`src/rtl/uart_cmd_decoder.sv`:
```
// UART command decoder: turns received key bytes into held button levels,
// with optional up/down pair exclusion and a stretched game-reset pulse.
module uart_cmd_decoder #(
  parameter int                  NUM_CH           = 4,
  parameter logic [8*NUM_CH-1:0] KEY_MAP          = {"p", "l", "q", "a"},
  parameter logic [7:0]          RST_KEY          = "b",
  parameter int                  HOLD_CYCLES      = 2500000,
  parameter int                  RST_PULSE_CYCLES = 16,
  parameter bit                  PAIR_EXCL        = 1'b1
) (
  input  logic              clk25MHz,
  input  logic              rst,
  input  logic [7:0]        rx_data,
  input  logic              rx_valid,
  output logic [NUM_CH-1:0] btn,
  output logic              game_rst,
  output logic [7:0]        last_cmd,
  output logic [7:0]        cmd_count,
  output logic [7:0]        err_count
);

  localparam int HCNT_W = $clog2(HOLD_CYCLES + 1);
  localparam int RCNT_W = $clog2(RST_PULSE_CYCLES + 1);

  localparam logic [HCNT_W-1:0] HOLD_LOAD = HCNT_W'(HOLD_CYCLES);
  localparam logic [HCNT_W-1:0] HCNT_ONE  = HCNT_W'(1);
  localparam logic [RCNT_W-1:0] RST_LOAD  = RCNT_W'(RST_PULSE_CYCLES);
  localparam logic [RCNT_W-1:0] RCNT_ONE  = RCNT_W'(1);

  logic [HCNT_W-1:0] hcnt_q [NUM_CH];
  logic [HCNT_W-1:0] hcnt_d [NUM_CH];
  logic [NUM_CH-1:0] btn_q, btn_d;
  logic [RCNT_W-1:0] rcnt_q, rcnt_d;
  logic              game_rst_q, game_rst_d;
  logic [7:0]        last_cmd_q, last_cmd_d;
  logic [7:0]        cmd_count_q, cmd_count_d;
  logic [7:0]        err_count_q, err_count_d;

  logic              is_rst_key;
  logic              accept;
  logic [NUM_CH-1:0] match;
  logic [NUM_CH-1:0] hit_oh;
  logic [NUM_CH:0]   hit_pad;
  logic              any_hit;

  // Byte classification. RST_KEY is honoured even during the pulse so it can
  // extend it; every other byte is dropped while game_rst is high.
  always_comb begin
    // NOTE: defaults first so every path assigns every output and no latch is inferred.
    match      = '0;
    hit_oh     = '0;
    any_hit    = 1'b0;
    is_rst_key = rx_valid && (rx_data == RST_KEY);
    accept     = rx_valid && !game_rst_q && !is_rst_key;
    for (int i = 0; i < NUM_CH; i++) begin
      match[i] = (rx_data == KEY_MAP[8*i +: 8]);
    end
    for (int i = 0; i < NUM_CH; i++) begin
      if (accept && match[i] && !any_hit) begin
        hit_oh[i] = 1'b1;
        any_hit   = 1'b1;
      end
    end
    // Padding bit lets channel i look at partner i^1 without an out-of-range index.
    hit_pad = {1'b0, hit_oh};
  end

  always_comb begin
    for (int i = 0; i < NUM_CH; i++) begin
      hcnt_d[i] = hcnt_q[i];
      btn_d[i]  = 1'b0;
      if (hcnt_q[i] != '0) begin
        hcnt_d[i] = hcnt_q[i] - HCNT_ONE;
        btn_d[i]  = (hcnt_q[i] > HCNT_ONE);
      end
      if (hit_oh[i]) begin
        hcnt_d[i] = HOLD_LOAD;
        btn_d[i]  = 1'b1;
      end else if (PAIR_EXCL && hit_pad[i ^ 1]) begin
        hcnt_d[i] = '0;
        btn_d[i]  = 1'b0;
      end
      if (is_rst_key) begin
        hcnt_d[i] = '0;
        btn_d[i]  = 1'b0;
      end
    end
  end

  always_comb begin
    rcnt_d      = rcnt_q;
    game_rst_d  = 1'b0;
    last_cmd_d  = last_cmd_q;
    cmd_count_d = cmd_count_q;
    err_count_d = err_count_q;
    if (rcnt_q != '0) begin
      rcnt_d     = rcnt_q - RCNT_ONE;
      game_rst_d = (rcnt_q > RCNT_ONE);
    end
    if (is_rst_key) begin
      rcnt_d     = RST_LOAD;
      game_rst_d = 1'b1;
    end
    if (is_rst_key || any_hit) begin
      last_cmd_d = rx_data;
      if (cmd_count_q != 8'hFF) cmd_count_d = cmd_count_q + 8'd1;
    end else if (accept) begin
      if (err_count_q != 8'hFF) err_count_d = err_count_q + 8'd1;
    end
  end

  always_ff @(posedge clk25MHz) begin
    if (rst) begin
      // NOTE: the hold counters are a handful of flops, not RAM, so they are reset like any register.
      for (int i = 0; i < NUM_CH; i++) hcnt_q[i] <= '0;
      btn_q       <= '0;
      rcnt_q      <= '0;
      game_rst_q  <= 1'b0;
      last_cmd_q  <= 8'h00;
      cmd_count_q <= 8'h00;
      err_count_q <= 8'h00;
    end else begin
      // NOTE: non-blocking so every register samples the pre-edge value of the others.
      for (int i = 0; i < NUM_CH; i++) hcnt_q[i] <= hcnt_d[i];
      btn_q       <= btn_d;
      rcnt_q      <= rcnt_d;
      game_rst_q  <= game_rst_d;
      last_cmd_q  <= last_cmd_d;
      cmd_count_q <= cmd_count_d;
      err_count_q <= err_count_d;
    end
  end

  assign btn       = btn_q;
  assign game_rst  = game_rst_q;
  assign last_cmd  = last_cmd_q;
  assign cmd_count = cmd_count_q;
  assign err_count = err_count_q;

endmodule

```
`config.mk`:
```
export PLATFORM = sky130hd
export DESIGN_NAME = uart_cmd_decoder
export DESIGN_NICKNAME = d
export VERILOG_FILES = /design/src/rtl/uart_cmd_decoder.sv
export SDC_FILE = /design/constraint.sdc
export NUM_CORES = 1
export LEC_CHECK = 0
export ABC_AREA = 1
export CAP_MARGIN = 5
export CELL_PAD_IN_SITES_DETAIL_PLACEMENT = 1
export CELL_PAD_IN_SITES_GLOBAL_PLACEMENT = 2
export CORE_MARGIN = 2
export CORE_UTILIZATION = 37
export DETAILED_ROUTE_END_ITERATION = 16
export PLACE_DENSITY_LB_ADDON = 0.08
export SLEW_MARGIN = 20
export SYNTH_ARGS = -nofsm -noshare
export SYNTH_HDL_FRONTEND = slang
export SYNTH_SLANG_ARGS = --single-unit
```
`constraint.sdc`:
```
create_clock -name clk25MHz -period 2.7 [get_ports clk25MHz]
set_input_delay 0.81 -clock clk25MHz [delete_from_list [all_inputs] [get_ports clk25MHz]]
set_output_delay 0.81 -clock clk25MHz [all_outputs]
set_load 0.02 [all_outputs]
```
# After elaboration in Yosys (flattened, before gate mapping)
# Memories as Yosys holds them, arrays and structs flattened.
# Cells that the tools add are included.
[totals]
ff_bits = 34
latchBits = 0
ram_bits = 88
rom_bits = 0
word_cells = 103
mem_count = 1
[classes]
add_sub_neg = 7
mul = 0
n_div = 0
order_cmp = 5
n_eq_ne = 7
shift = 0
mux = 46
bitwise = 5
reduce_logical = 25
[mem_list]
columns = ["name", "words", "width", "rd", "rd_clocked_by_memory_dff", "write_ports", "line", "rtl"]
rows = [
  ["hcnt_q", 4, 22, 4, 0, 4, "30", "logic [HCNT_W-1:0] hcnt_q [NUM_CH];"],
]
[ops]
columns = ["cell", "count"]
rows = [
  ["$mux W22", 20],
  ["$gt A22 B1 Y1 const B", 4],
  ["$reduce_bool A22 Y1", 4],
  ["$sub A22 B1 Y22 const B", 4],
  ["$eq A8 B7 Y1 const B", 5],
  ["$mux W1", 24],
  ["$add A8 B1 Y8 const B", 2],
  ["$ne A8 B8 Y1 const B", 2],
  ["$logic_and A1 B1 Y1", 10],
  ["$mux W5", 2],
  ["$gt A5 B1 Y1 const B", 1],
  ["$logic_not A1 Y1", 5],
  ["$reduce_bool A5 Y1", 1],
  ["$sub A5 B1 Y5 const B", 1],
  ["$or A1 B1 Y1", 4],
  ["$reduce_and A3 Y1", 1],
  ["$reduce_and A2 Y1", 1],
  ["$reduce_bool A2 Y1", 1],
  ["$reduce_or A2 Y1", 1],
  ["$logic_or A1 B1 Y1", 1],
  ["$not A1 Y1", 1],
]

# Logic depth before layout (Yosys ltp)
# Gate-level depths: netlist (run 1).
[logic_depth]
word_depth = 19
ltp_mapped = 12

# Worst setup path after synthesis (run 1)
# Ideal clock, no wire load.
[synth_path]
path_type = "input port to flip-flop"
from = "input port rx_data[2]"
to = "memory hcnt_q[0][5] (netlist name)"
setup_ns = 0.115
t_arrival_ns = 1.778
required_time_ns = 2.585
setup_slack_ns = 0.807
cell_stages = 8
path_buffers = 1
path_cell_list = "nor2_4 nand2_1 nor2_4 nand3_2 buf_6 nand2_2 nor2_1 o21a_1"
[synth_rtl]
columns = ["element", "line", "rtl"]
rows = [
  ["from (decl)", "13", "input logic [7:0] rx_data,"],
  ["to (decl)", "30", ""],
]

# Worst setup path in the final report (run 1)
[layout_path]
from = "register game_rst_q, in the netlist game_rst"
to = "output port game_rst"
[layout_rtl]
columns = ["element", "line", "rtl"]
rows = [
  ["from (decl)", "34", "logic game_rst_q, game_rst_d;"],
  ["from (signal assigned)", "127", "game_rst_q <= game_rst_d;"],
  ["to (decl)", "16", "output logic game_rst,"],
]
# No word-level cell between the ends.

==> metrics.md, run 1 <==
| Metric | Value |
|---|---|
| Outcome | complete, no violations |
| Syn Area/Cell | 7.17 sq um |
| Clk_skew | 0.00784 ns |
| Clk Latency, worst-skew pair | 0.42 ns |
| Synthesized area | between 0.006 and 0.007 sq mm |
| Top delay family on crit path | buffers and inverters |
| Layout area overhead | 19.9% |
| Number of DRC markers in iteration 0 | 270 |
| Pin count of the biggest net entering global routing | 29 |
| Share of layout cells above drive strength 1 | around 11% |
| Hold Path Class | reg -> reg |
| RR Startpoint | hcnt_q[0][1] |
| IO Count | 40 |
| Hold Crit Endpoint | rcnt_q[1] |
| Gr ovfl total | 0 |
| Crit path cell chain | clkdlybuf4s50_1 |
| Slew margin rel. | 66.0% |
| Antenna violations before repair | 0 |
| Highest-delay cell along the critical path | clkdlybuf4s50_1 |
| Final setup viols | 0 |
| Die width | between 100 and 150 um |
| Routability cong. | approximately 0.8 |
| Clk root buf | clkbuf_16 |
| CTS tree | built |
| Clock Sinks | approximately 120 |
| Htree depth | 4 |
| Syn Inst Count | between 900 and 1,000 |
| Peak supply drop | slightly below 600 uV |
| Hold Crit Depth | 2 |
| Crit start category | register |
| RSZ-0062 raised after global routing | no |
| Post-route clock period utilization | 87.1% |
| Max Cap Viol | 0 |
| Min Clock Period, post-route | ~2.4 ns |
| Pwr Density | 1350 mW/mm^2 |
| Mean routed wirelength per cell | around 15 um |
| # hold bufs at CTS | 0 |
| Power Total | 10.6 mW |
| Area leader, netlist | dfxtp_1 |
| Flop2flop setup slack | around 0.47 ns |
| Total core area | about 0.017 sq mm |
| Die height | 137 um |
| Syn Nets | 941 |
| Leak Pwr | 3.52 nW |
| Synth top area share | around 37% |
| DR pass1 iterations | 4 |
| CP Data Arrival Time | between 1.5 and 2 ns |
| Top_reg_cell synth | dfxtp_1 |
| Asr flop ratio synth | 0% |
| CP Max Fanout | 2 |
| Post-route ant nets | 0 |
| Cells on worst reg2reg path | 9 |
| Row count | between 40 and 50 |
| Die Area | around 0.019 sq mm |
| Post-DR vias/cell | ~5 |
| Drt total wl | 18,100 um |
| Critical Path RT | 1.89 ns |
| Synth cell count leaders | nand2_1 (174), nor2_1 (169), dfxtp_1 (122) |
| Post-CTS setup buffers | 0 |
| Nets | 996 |
| Largest cells by area after synthesis | dfxtp_1 (37%), nand2_1 (9.9%), nor2_1 (9.6%) |
| CP Buf/Inv Count | 1 |
| Worst Max-Slew Pin Slew | 0.506 ns |
| Drt drc | 0 |
| First-pass GRT wire length | between 30,000 and 40,000 um |
| Top-count cell post-synth | nand2_1 |
| Crit-path max cell delay | around 0.66 ns |
| Total of flip-flops plus latches after synthesis | 122 |
| Final setup TNS | 0 ns |
| Synth warn | 0 |
| Dpl hpwl | 13,400 um |
| Critical path class | reg -> out |
| # resized after CTS | 0 |
| RR Endpoint | btn[0] |
| Library cells used by synthesis | 45 |
| EDFF count, synth | 0 |
| Hold path start | rcnt_q[1] |
| Slew Viols, Final | 0 |
| Number of port buffers | 39 |
| Starting density of the core | 37.9% |
| Clock Tree Buf Depth | 2 |
| Clock slew at reported path FFs | roughly 0.050 ns |
| Post-synthesis sequential area ratio | between 30% and 40% |
| Global-route usage over all layers | 20.6% |
| Fmax | 425 MHz |
| TritonCTS Buffers | 17 |
| Vias in the first global route | between 6,000 and 7,000 |
| Hold Vio Cnt, Final | 0 |
| Via count | a little over 6,000 |
| Ant diodes | 0 |
| CP endpoint kind | output pin |
-- per-stage QoR --
stage,cells,area (sq um),setup WS [ns],util (%),hold slack (ns)
floorplan,917,6580,0.807,-,0.444
global placement,1178,7310,0.127,42.1,0.448
detailed placement,1178,7310,0.0417,42.1,0.459
CTS,1208,7880,0.314,45.4,0.467
global route,1208,7880,0.244,45.4,0.486
finish,1208,7880,0.349,45.4,0.466
-- where the power goes --
| group | leakage (nW) | total [mW] | internal, mW | switching [mW] |
|---|---|---|---|---|
| Sequential | 0.998 | 2.98 | 2.42 | 0.557 |
| Combinational | 2.23 | 5.37 | 1.97 | 3.41 |
| Clock | 0.286 | 2.29 | 1.46 | 0.833 |
-- kinds of logic (layout without fill, tap and decap cells) --
family,Yosys count,in the layout,synth area share (%)
xor gates and xnor gates,63,63,8.39
and+or+nand+nor,501,501,35.6
DFF,122,122,37.1
AOI/OAI and AO/OA,109,109,9.53
adders and majority gates,13,13,2.47
buffers and inverters,109,175,6.85
-- worst max-delay path by stage --
stage | startpoint | endpoint | slack [ns] | cells past startpoint
floorplan | rx_data[2] | hcnt_q[0][5] | 0.81 | 8
finish | game_rst | game_rst | 0.35 | 1
global route | hcnt_q[0][0] | btn[0] | 0.24 | 9
global placement | rx_data[5] | hcnt_q[0][1] | 0.13 | 11
CTS | game_rst | game_rst | 0.31 | 1
detailed placement | rx_data[6] | hcnt_q[0][15] | 0.04 | 11
-- registers in the layout (all words and copies together), names as in the netlist --
register	count
cmd_count	8
hcnt_q	88
err_count	8
btn	4
rcnt_q	5
last_cmd	8
game_rst	1
-- worst reg2reg max path, stage by stage, from the launching register on --
cell     delay (ns)
dfxtp_1        0.31
inv_1          0.09
ha_1           0.31
nand2_1        0.17
nor2_2         0.27
nand4_2        0.44
nand2_2        0.26
nor2_1         0.07
nor2_1         0.13
nor2_1         0.07
-- per-layer routing --
metal | track usage, % | wire length [um] | up-vias
met1 | 25.4 | 8610 | 2896
met2 | 35.0 | 8720 | 66
met5 | 0 | 0 | -
met4 | 5.67 | 263 | 0
met3 | 5.70 | 523 | 24
li1 | - | - | 3062
-- layout by cell type, fill, tap and decap left out, types with 3 or more instances in the layout --
cell             Yosys  routed
nor2_2               9       9
nand3b_1             3       3
clkdlybuf4s50_1      0      39
nor3_1              22      22
clkbuf_1             4       3
nand4_2              3       3
nor2_4               8       8
xnor2_1             19      19
buf_12               0       4
or2_2                8       8
inv_1               83      83
o21a_1               3       3
a21oi_2              6       6
xor2_1              44      44
nand3_1             49      49
dfxtp_1            122     122
nand3_2              5       5
nand2_2             11      11
buf_4                1      13
o21ai_0             19      19
bufinv_16            0       3
nand2_1            174     174
nand4_1             26      26
clkbuf_16            0      17
nor2_1             169     169
inv_2                6       6
ha_1                13      13
a21oi_1             67      67
clkinv_2             0       5
a211oi_1             4       4
-- area by class of cell --
cell class | count | area (sq um)
Fill cell | 2173 | 9470
Multi-Input combinational cell | 686 | 3680
Sequential cell | 122 | 2440
Timing Repair Buffer | 56 | 568
Clock buffer | 21 | 450
Inverter | 89 | 334
Tap cell | 225 | 282
Clock inverter | 9 | 124
Note: power is estimated with default switching activity, not from simulation.
==> run 2: changes to the inputs <==
--- a/config.mk
+++ b/config.mk
@@ -6,7 +6,6 @@
 export NUM_CORES = 1
 export LEC_CHECK = 0
 export ABC_AREA = 1
-export CAP_MARGIN = 5
 export CELL_PAD_IN_SITES_DETAIL_PLACEMENT = 1
 export CELL_PAD_IN_SITES_GLOBAL_PLACEMENT = 2
 export CORE_MARGIN = 2
==> results of run 2 <==
The final DEF is identical to that of run 1; final timing and power are the same.
